--- src/rtl/timer_apb_regs_pkg.sv ---
// ============================================================================
// timer_pkg : register map, bit positions and FSM states for timer_apb_regs
// rev 1.0
// ============================================================================
`default_nettype none
`timescale 1ns/1ps

package timer_pkg;

  localparam int ADDR_TDR  = 'h00;
  localparam int ADDR_TCR  = 'h01;
  localparam int ADDR_TSR  = 'h02;
  localparam int ADDR_TIER = 'h03;
  localparam int ADDR_TCNT = 'h04;

  localparam int TCR_LOAD   = 7;
  localparam int TCR_UD     = 5;
  localparam int TCR_EN     = 4;
  localparam int TCR_CKS_HI = 1;
  localparam int TCR_CKS_LO = 0;
  localparam logic [7:0] TCR_MASK = 8'hB3;

  localparam int TSR_OVF     = 0;
  localparam int TSR_UDF     = 1;
  localparam int TIER_OVF_IE = 0;
  localparam int TIER_UDF_IE = 1;

  typedef enum logic [0:0] {
    IDLE = 1'b0,
    ACK  = 1'b1
  } apb_state_t;

endpackage

`default_nettype wire

--- src/rtl/timer_apb_regs_if.sv ---
// ============================================================================
// timer_apb_regs_if : APB3 bus bundle between fabric master and timer regs
// rev 1.0
// ============================================================================
`default_nettype none
`timescale 1ns/1ps

interface timer_apb_regs_if #(
  parameter int DATA_WIDTH = 8,
  parameter int ADDR_WIDTH = 8
);
  logic                  psel;
  logic                  penable;
  logic                  pwrite;
  logic [ADDR_WIDTH-1:0] paddr;
  logic [DATA_WIDTH-1:0] pwdata;
  logic [DATA_WIDTH-1:0] prdata;
  logic                  pready;
  logic                  pslverr;

  modport master (
    output psel, penable, pwrite, paddr, pwdata,
    input  prdata, pready, pslverr
  );

  modport slave (
    input  psel, penable, pwrite, paddr, pwdata,
    output prdata, pready, pslverr
  );
endinterface

`default_nettype wire

--- src/rtl/timer_apb_regs_rise_det.sv ---
// ============================================================================
// rise_det : single-flop rising-edge detector, one-cycle pulse
// rev 1.0
// ============================================================================
`default_nettype none
`timescale 1ns/1ps

module rise_det (
  input  wire logic clk,
  input  wire logic rst_n,
  input  wire logic din,
  output logic      pulse
);
  logic dly;

  always_ff @(posedge clk or negedge rst_n) begin
    if (!rst_n) dly <= 1'b0;
    else        dly <= din;
  end

  assign pulse = din & ~dly;
endmodule

`default_nettype wire

--- src/rtl/timer_apb_regs.sv ---
// ============================================================================
// timer_apb_regs : APB3 register file driving the 8-bit up/down timer
// rev 1.0
// ============================================================================
`default_nettype none
`timescale 1ns/1ps

module timer_apb_regs
  import timer_pkg::*;
#(
  parameter int DATA_WIDTH = 8,
  parameter int ADDR_WIDTH = 8
) (
  input  wire logic                  pclk,
  input  wire logic                  presetn,
  timer_apb_regs_if.slave            apb,
  output logic [DATA_WIDTH-1:0]      tdr_reg,
  output logic                       load_tdr,
  output logic                       up_down,
  output logic                       enable,
  output logic [1:0]                 cks,
  input  wire logic [DATA_WIDTH-1:0] cnt,
  input  wire logic                  s_ovf,
  input  wire logic                  s_udf,
  output logic                       irq_ovf,
  output logic                       irq_udf
);

  apb_state_t state, state_nxt;

  logic [DATA_WIDTH-1:0] tdr_q;
  logic [7:0]            tcr_q;
  logic [1:0]            tsr_q;
  logic [1:0]            tier_q;
  logic [1:0]            tsr_set;
  logic [1:0]            tsr_clr;
  logic [DATA_WIDTH-1:0] rdata;
  logic                  ack, sel_tdr, sel_tcr, sel_tsr, sel_tier, sel_tcnt;
  logic                  addr_bad, err, wr_commit;

  always_ff @(posedge pclk or negedge presetn) begin
    if (!presetn) state <= IDLE;
    else          state <= state_nxt;
  end

  always_comb begin
    state_nxt = state;
    case (state)
      IDLE:    if (apb.psel && apb.penable) state_nxt = ACK;
      ACK:     state_nxt = IDLE;
      default: state_nxt = IDLE;
    endcase
  end

  assign ack      = (state == ACK);
  assign sel_tdr  = (apb.paddr == ADDR_WIDTH'(ADDR_TDR));
  assign sel_tcr  = (apb.paddr == ADDR_WIDTH'(ADDR_TCR));
  assign sel_tsr  = (apb.paddr == ADDR_WIDTH'(ADDR_TSR));
  assign sel_tier = (apb.paddr == ADDR_WIDTH'(ADDR_TIER));
  assign sel_tcnt = (apb.paddr == ADDR_WIDTH'(ADDR_TCNT));
  assign addr_bad = (apb.paddr >  ADDR_WIDTH'(ADDR_TCNT));
  assign err      = addr_bad | (apb.pwrite & sel_tcnt);

  // A write only lands if the master still holds the access phase through ACK.
  assign wr_commit = ack & apb.psel & apb.penable & apb.pwrite & ~err;

  assign tsr_clr = (wr_commit && sel_tsr) ? apb.pwdata[TSR_UDF:TSR_OVF] : 2'b00;

  rise_det u_ovf_det (.clk(pclk), .rst_n(presetn), .din(s_ovf), .pulse(tsr_set[TSR_OVF]));
  rise_det u_udf_det (.clk(pclk), .rst_n(presetn), .din(s_udf), .pulse(tsr_set[TSR_UDF]));

  always_ff @(posedge pclk or negedge presetn) begin
    if (!presetn) begin
      tdr_q  <= '0;
      tcr_q  <= '0;
      tier_q <= '0;
      tsr_q  <= '0;
    end else begin
      if (wr_commit && sel_tdr)  tdr_q  <= apb.pwdata;
      if (wr_commit && sel_tcr)  tcr_q  <= apb.pwdata[7:0] & TCR_MASK;
      if (wr_commit && sel_tier) tier_q <= apb.pwdata[TIER_UDF_IE:TIER_OVF_IE];
      // Set is ORed after the clear so a coincident rise wins.
      tsr_q <= tsr_set | (tsr_q & ~tsr_clr);
    end
  end

  always_comb begin
    rdata = '0;
    if      (sel_tdr)  rdata = tdr_q;
    else if (sel_tcr)  rdata = DATA_WIDTH'(tcr_q);
    else if (sel_tsr)  rdata = DATA_WIDTH'(tsr_q);
    else if (sel_tier) rdata = DATA_WIDTH'(tier_q);
    else if (sel_tcnt) rdata = cnt;
  end

  assign apb.pready  = ack;
  assign apb.pslverr = ack & err;
  assign apb.prdata  = (ack && !apb.pwrite) ? rdata : '0;

  assign tdr_reg  = tdr_q;
  assign load_tdr = tcr_q[TCR_LOAD];
  assign up_down  = tcr_q[TCR_UD];
  assign enable   = tcr_q[TCR_EN];
  assign cks      = tcr_q[TCR_CKS_HI:TCR_CKS_LO];
  assign irq_ovf  = tsr_q[TSR_OVF] & tier_q[TIER_OVF_IE];
  assign irq_udf  = tsr_q[TSR_UDF] & tier_q[TIER_UDF_IE];

endmodule

`default_nettype wire

--- src/flat_wrapper.sv ---
// flat-port wrapper written by rule: the top's interface ports become plain ports
module timer_apb_regs_flat import timer_pkg::*;
#(
  parameter int DATA_WIDTH = 8,
  parameter int ADDR_WIDTH = 8
)
  (pclk, presetn, tdr_reg, load_tdr, up_down, enable, cks, cnt, s_ovf, s_udf, irq_ovf, irq_udf, apb_psel, apb_penable, apb_pwrite, apb_paddr, apb_pwdata, apb_prdata, apb_pready, apb_pslverr);
  timer_apb_regs_if #(.DATA_WIDTH(DATA_WIDTH), .ADDR_WIDTH(ADDR_WIDTH)) apb_i ();
  input  wire logic pclk;
  input  wire logic presetn;
  output logic [DATA_WIDTH-1:0] tdr_reg;
  output logic load_tdr;
  output logic up_down;
  output logic enable;
  output logic [1:0] cks;
  input  wire logic [DATA_WIDTH-1:0] cnt;
  input  wire logic s_ovf;
  input  wire logic s_udf;
  output logic irq_ovf;
  output logic irq_udf;
  input wire logic [$bits(apb_i.psel)-1:0] apb_psel;
  input wire logic [$bits(apb_i.penable)-1:0] apb_penable;
  input wire logic [$bits(apb_i.pwrite)-1:0] apb_pwrite;
  input wire logic [$bits(apb_i.paddr)-1:0] apb_paddr;
  input wire logic [$bits(apb_i.pwdata)-1:0] apb_pwdata;
  output wire logic [$bits(apb_i.prdata)-1:0] apb_prdata;
  output wire logic [$bits(apb_i.pready)-1:0] apb_pready;
  output wire logic [$bits(apb_i.pslverr)-1:0] apb_pslverr;
  assign apb_i.psel = apb_psel;
  assign apb_i.penable = apb_penable;
  assign apb_i.pwrite = apb_pwrite;
  assign apb_i.paddr = apb_paddr;
  assign apb_i.pwdata = apb_pwdata;
  assign apb_prdata = apb_i.prdata;
  assign apb_pready = apb_i.pready;
  assign apb_pslverr = apb_i.pslverr;
  timer_apb_regs #(.DATA_WIDTH(DATA_WIDTH), .ADDR_WIDTH(ADDR_WIDTH)) u_core (.pclk(pclk), .presetn(presetn), .apb(apb_i), .tdr_reg(tdr_reg), .load_tdr(load_tdr), .up_down(up_down), .enable(enable), .cks(cks), .cnt(cnt), .s_ovf(s_ovf), .s_udf(s_udf), .irq_ovf(irq_ovf), .irq_udf(irq_udf));
endmodule
--- config.mk ---
export PLATFORM = sky130hd
export DESIGN_NAME = timer_apb_regs_flat
export DESIGN_NICKNAME = d
export VERILOG_FILES = /design/src/rtl/timer_apb_regs_pkg.sv /design/src/rtl/timer_apb_regs_if.sv /design/src/rtl/timer_apb_regs_rise_det.sv /design/src/rtl/timer_apb_regs.sv /design/src/flat_wrapper.sv
export SDC_FILE = /design/constraint.sdc
export NUM_CORES = 1
export LEC_CHECK = 0
export BUFFER_PORTS_ARGS = -buffer_cell sky130_fd_sc_hd__clkbuf_2
export CORE_AREA = 2 2 45 68
export DETAILED_ROUTE_END_ITERATION = 10
export DIE_AREA = 0 0 47 70
export PLACE_DENSITY = 0.75
export SETUP_SLACK_MARGIN = 0.2
export SLEW_MARGIN = 15
export SYNTH_ARGS = -nofsm -noshare
export SYNTH_HDL_FRONTEND = slang
export SYNTH_SLANG_ARGS = --single-unit
--- constraint.sdc ---
create_clock -name pclk -period 4.4 [get_ports pclk]
set_clock_uncertainty 0.1 [all_clocks]
set_input_delay 0.88 -clock pclk [delete_from_list [all_inputs] [get_ports pclk]]
set_output_delay 0.88 -clock pclk [all_outputs]
set_load 0.01 [all_outputs]
==> reports/metrics.yaml, run 1 <==
largest_reg_flops: 8
cts_sinks: 20
htreeDepth: 1
worstSetupPathType: "in2out"
final-hold-violation-count: 0
fin_crit_ns: 3.669
maxSlewViolCount: 0
routedWlPerCell_um: 15.25
vias: 1022
die_w_um: 47
slowest_stage: "or4b_2"
grtUsageTotal_pct: 18.52
leakagePower_nw: 0.7873
ys_seq_area_share_pct: 42.96
worstHoldPathType: "reg2reg"
dieArea_mm2: 0.003290
cts_tree: "done"
drt.antenna.violating_nets: 0
area_growth_pct: 28.68
io_pins: 56
crit_chain: "clkbuf_2 > or4b_2 > nor4b_1 > a32o_1 > clkbuf_2"
initialDrtViolationCount: 12
worstMarginPinSlew_ns: 0.6183
drive_above_1_share_pct: 53.64
finalWirelength_um: 2898
syn_area_per_cell_um2: 11.77
io_buffers: 55
critPathCaptureType: "output port"
p_per_area_mw_per_mm2: 230.3
synth_top_area_share_pct: 42.96
setup-violations-final: 0
cts_max_path_buffers: 2
postCtsSetupRepairBufs: 0
syn_area_mm2: 0.001165
viasPerCell: 5.379
grt_pass1_vias: 1121
design.core.area_mm2: 0.002763
crit_path_frequent_cell: "clkbuf_2"
num_rows: 24
rsz0062_at_grt: "false"
cts-resized-gates: 0
max_cap_viol_count: 0
layoutNonFillerInstCount: 190
path_max_fanout: 15
slew_headroom_pct: 58.20
fmax_ghz: 0.2725
yosys.area.top_type: "dfrtp_1"
fin_hold_ws_ns: 0.3202
dp_hpwl_um: 2303
drcViolationCount: 0
cts-root-buf: "clkbuf_8"
grt_pass1_wl_um: 4616
start_util_pct: 42.16
synth_cell_types: 31
final_core_util_pct: 54.26
power.total_mw: 0.3453
cp.arrival_ns: 2.69
status: "finished clean"
yosysWarningCount: 0
cp.required_ns: 3.42
fin_crit_sh_pct: 83.39
worstSetupStartpointType: "input pin"
slowest_delay_ns: 0.68
antenna_found_initial: 0
syn_inst: 99
numCtsBuffers: 3
num_antenna_cells: 0
hold_buffers: 0
synth-seq-cells: 20
drt_first_pass_iters: 4
gp_congestion: 0.8171
fin_nets: 184
syn-num-nets: 130
clk_latency_ns: 0.25
dp.cells: 187
die_y_um: 70
overflow: 0
setup_tns_ns: 0
ir_drop_mv: 0.1731
grt_max_degree: 21
synthTopCellsByArea: "dfrtp_1 (43%), mux2_4 (17%), a32o_1 (4.3%)"
path_clk_slew_ns: 0.07
## worst max-delay path: cells and delay by family
family                 cells  cell delay [ns]
and+or+nand+nor            2             1.23
buffers and inverters      2             0.35
AOI/OAI and AO/OA          1             0.23
## layout by cell type, fill, tap and decap left out, types with 2 or more instances in the layout
master	n
o21ai_0	2
and2_1	2
or4_1	2
nand3b_1	3
clkbuf_8	3
or4b_2	2
o41ai_1	2
mux2_4	13
nand2_1	2
a32o_1	5
nand2b_1	4
mux2i_1	3
o31a_1	2
mux2_2	4
or2_2	3
a21o_1	2
dfrtp_1	20
a2111oi_0	2
nor3_1	5
nor2_1	5
clkbuf_2	55
inv_1	2
## power by group
group	internal [mW]	leakage, nW	total, mW	switching, mW
Combinational	0.0194	0.502	0.0409	0.0215
Clock	0.0609	0.0216	0.117	0.0564
Sequential	0.186	0.263	0.187	0.00138
## layout make-up
cell class | count | area, um^2
Timing Repair Buffer | 55 | 275.3
Sequential cell | 20 | 500.5
Multi-Input combinational cell | 71 | 625.6
Fill cell | 270 | 1264
Clock buffer | 3 | 41.29
Tap cell | 39 | 48.80
Inverter | 2 | 7.507
## path summary, 6_finish.rpt
check / end / slack [ns] / depth (start not counted) / from
setup / recovery: apb_prdata[3] / 0.73 / 5 / apb_paddr[0]
hold / removal: u_core.tsr_q[1]$_DFF_PN0_ / 0.32 / 1 / u_core.u_udf_det.dly$_DFF_PN0_
setup reg to reg: u_core.tdr_reg[1]$_DFFE_PN0P_ / 2.30 / 3 / u_core.apb.pready$_DFF_PN0_
hold reg to reg: u_core.tsr_q[1]$_DFF_PN0_ / 0.32 / 1 / u_core.u_udf_det.dly$_DFF_PN0_
max in group asynchronous: u_core.tier_q[0]$_DFFE_PN0P_ / 3.39 / 1 / presetn
min in group asynchronous: u_core.tdr_reg[4]$_DFFE_PN0P_ / 0.47 / 1 / presetn
## through the flow
stage	instance area (um^2)	setup WS, ns
final	1499	0.7308
after global routing	1499	0.6883
after CTS	1499	0.7579
after detailed placement	1458	0.7542
after global placement	1458	0.7961
after floorplan	1165	1.036
## cells in the mapped netlist (all sizes together)
master and instances:
or4b 3, a21o 2, nor4b 1, mux2i 3, dfrtp 20, a32o 5
a2111oi 2, nor2 5, o21ai 2, and2 2, nor4 1, clkbuf 4
nand4 1, nand2b 4, inv 2, or3 1, o21a 1, nand3b 3
or4 3, o31a 2, or2 3, buf 2, mux2 17, nor3 5
o41ai 2, nor2b 1, nand2 2
## cell families after synthesis
kind of cell    after synthesis  synth area share [%]
simple gates                 35                 18.91
mux                          20                 23.20
flops                        20                 42.96
compound gates               16                 11.60
buf+inv                       8                 3.329
## routing by layer
metal / track usage (%) / vias up / wire length, um
li1: - / 481 / -
met1: 20.13 / 501 / 1094
met2: 32.12 / 34 / 1623
met3: 3.101 / 6 / 134
met4: 9.259 / 0 / 46
met5: 0 / - / 0
(Power assumes the default switching activity.)
==> run 2, diff against run 1 <==
- clock period: 4.4 -> 3.6 ns (I/O delays scaled with it)
==> reports/metrics.yaml, run 2 (same netlist as run 1, synthesis figures left out) <==
setup_tns_ns: 0  # unchanged
grt_max_degree: 21  # unchanged
setup-violations-final: 0  # unchanged
leakagePower_nw: 0.7999  # was 0.7873 nW
drt.antenna.violating_nets: 0  # unchanged
path_max_fanout: 13  # was 15
clk_latency_ns: 0.26  # was 0.25 ns
dieArea_mm2: 0.003290  # unchanged
postCtsSetupRepairBufs: 0  # unchanged
cp.arrival_ns: 2.45  # was 2.69 ns
design.core.area_mm2: 0.002763  # unchanged
num_rows: 24  # unchanged
overflow: 0  # unchanged
grtUsageTotal_pct: 19.10  # was 18.52%
htreeDepth: 1  # unchanged
final-hold-violation-count: 0  # unchanged
final_common_cell: "clkbuf_2"  # unchanged
viasPerCell: 5.266  # was 5.379
numCtsBuffers: 3  # unchanged
status: "finished clean"  # unchanged
path_clk_slew_ns: 0.07  # about the same
cts_max_path_buffers: 2  # unchanged
drt_first_pass_iters: 4  # unchanged
crit_path_frequent_cell: "clkbuf_2"  # unchanged
critPathCaptureType: "output port"  # unchanged
worstSetupStartpointType: "input pin"  # unchanged
slowest_stage: "or4_4"  # was or4b_2
io_pins: 56  # unchanged
p_per_area_mw_per_mm2: 294.0  # was 230.3 mW/mm^2
grt_pass1_vias: 1027  # was 1121
fin_nets: 185  # was 184
hold_buffers: 0  # unchanged
max_cap_viol_count: 0  # unchanged
r2r_cells: 3  # unchanged
cts-resized-gates: 0  # unchanged
rsz0062_at_grt: "false"  # unchanged
cp.required_ns: 2.78  # was 3.42 ns
area_growth_pct: 30.51  # was 28.68%
drive_above_1_share_pct: 54.25  # was 53.64%
routedWlPerCell_um: 14.92  # was 15.25 um
cts_tree: "done"  # unchanged
die_y_um: 70  # unchanged
gp_congestion: 0.7918  # was 0.8171
ir_drop_mv: 0.2344  # was 0.1731 mV
die_w_um: 47  # unchanged
grt_pass1_wl_um: 4629  # was 4616 um
slew_headroom_pct: 64.95  # was 58.20%
antenna_found_initial: 0  # unchanged
most-common-layout-cells: "clkbuf_2 (55), dfrtp_1 (20), mux2_4 (13)"  # unchanged
initialDrtViolationCount: 33  # was 12
crit_chain: "clkbuf_2 > or4_4 > or3_1 > a2111oi_0 > clkbuf_2"  # was clkbuf_2 > or4b_2 > nor4b_1 > a32o_1 > clkbuf_2
dpl_worst_slack_ns: 0.3398  # was 0.7542 ns
largest_reg_flops: 8  # unchanged
dp_hpwl_um: 2308  # was 2303 um
cts_sinks: 20  # unchanged
vias: 1011  # was 1022
worstMarginPinSlew_ns: 0.5257  # was 0.6183 ns
finalWirelength_um: 2865  # was 2898 um
worstSetupPathType: "in2out"  # unchanged
fin_hold_ws_ns: 0.3210  # was 0.3202 ns
start_util_pct: 42.16  # unchanged
fin_crit_ns: 3.275
fin_crit_sh_pct: 90.97
io_buffers: 55  # unchanged
maxSlewViolCount: 0  # unchanged
drcViolationCount: 0  # unchanged
slowest_delay_ns: 0.61  # was 0.68 ns
fin_ws_ns: 0.3252  # was 0.7308 ns
worstHoldPathType: "in2async"  # was reg2reg
num_antenna_cells: 0  # unchanged
fmax_ghz: 0.3054
cts-root-buf: "clkbuf_8"  # unchanged
[run 2: final cells by class]
type,count,area (um^2)
Clock buffer,4,55.05
Fill cell,272,1242
Inverter,2,7.507
Multi-Input combinational cell,71,625.6
Sequential cell,20,500.5
Tap cell,39,48.80
Timing Repair Buffer,56,282.8
[run 2: critical path, delay by kind of cell]
family / cells / cell delay [ns]
compound gates: 1 / 0.39
buf+inv: 2 / 0.30
simple gates: 2 / 1.04
[run 2: where the power goes]
| part | internal [mW] | total [mW] | switching, mW |
|---|---|---|---|
| Combinational | 0.0237 | 0.0504 | 0.0266 |
| Sequential | 0.227 | 0.229 | 0.00173 |
| Clock | 0.0972 | 0.168 | 0.0707 |
| Total | 0.348 | 0.447 | 0.0991 |
[run 2: metrics by stage]
stage	utilization (%)	instance area, um^2	cells	power, mW
after floorplan	-	1165	99	0.2539
after global placement	53.03	1465	188	0.2822
after detailed placement	53.03	1465	188	0.2835
after CTS	55.03	1520	192	0.4515
after global routing	55.03	1520	192	0.4669
final	55.03	1520	192	0.4470
[run 2: path summary, 6_finish.rpt]
kind | to | slack (ns) | from
max | apb_prdata[0] | 0.33 | apb_paddr[7]
min | u_core.tdr_reg[6]$_DFFE_PN0P_ | 0.32 | presetn
max reg2reg | u_core.tdr_reg[3]$_DFFE_PN0P_ | 1.53 | u_core.apb.pready$_DFF_PN0_
min reg2reg | u_core.tsr_q[0]$_DFF_PN0_ | 0.33 | u_core.u_ovf_det.dly$_DFF_PN0_
max in group asynchronous | u_core.tsr_q[0]$_DFF_PN0_ | 2.73 | presetn
min in group pclk | u_core.tsr_q[0]$_DFF_PN0_ | 0.33 | u_core.u_ovf_det.dly$_DFF_PN0_
[run 2: layer usage]
layer	vias up	global-route usage (%)	wire length [um]
met4	0	9.568	44
met5	-	0	0
li1	483	-	-
met3	5	2.326	140
met2	34	31.35	1627
met1	489	23.24	1052
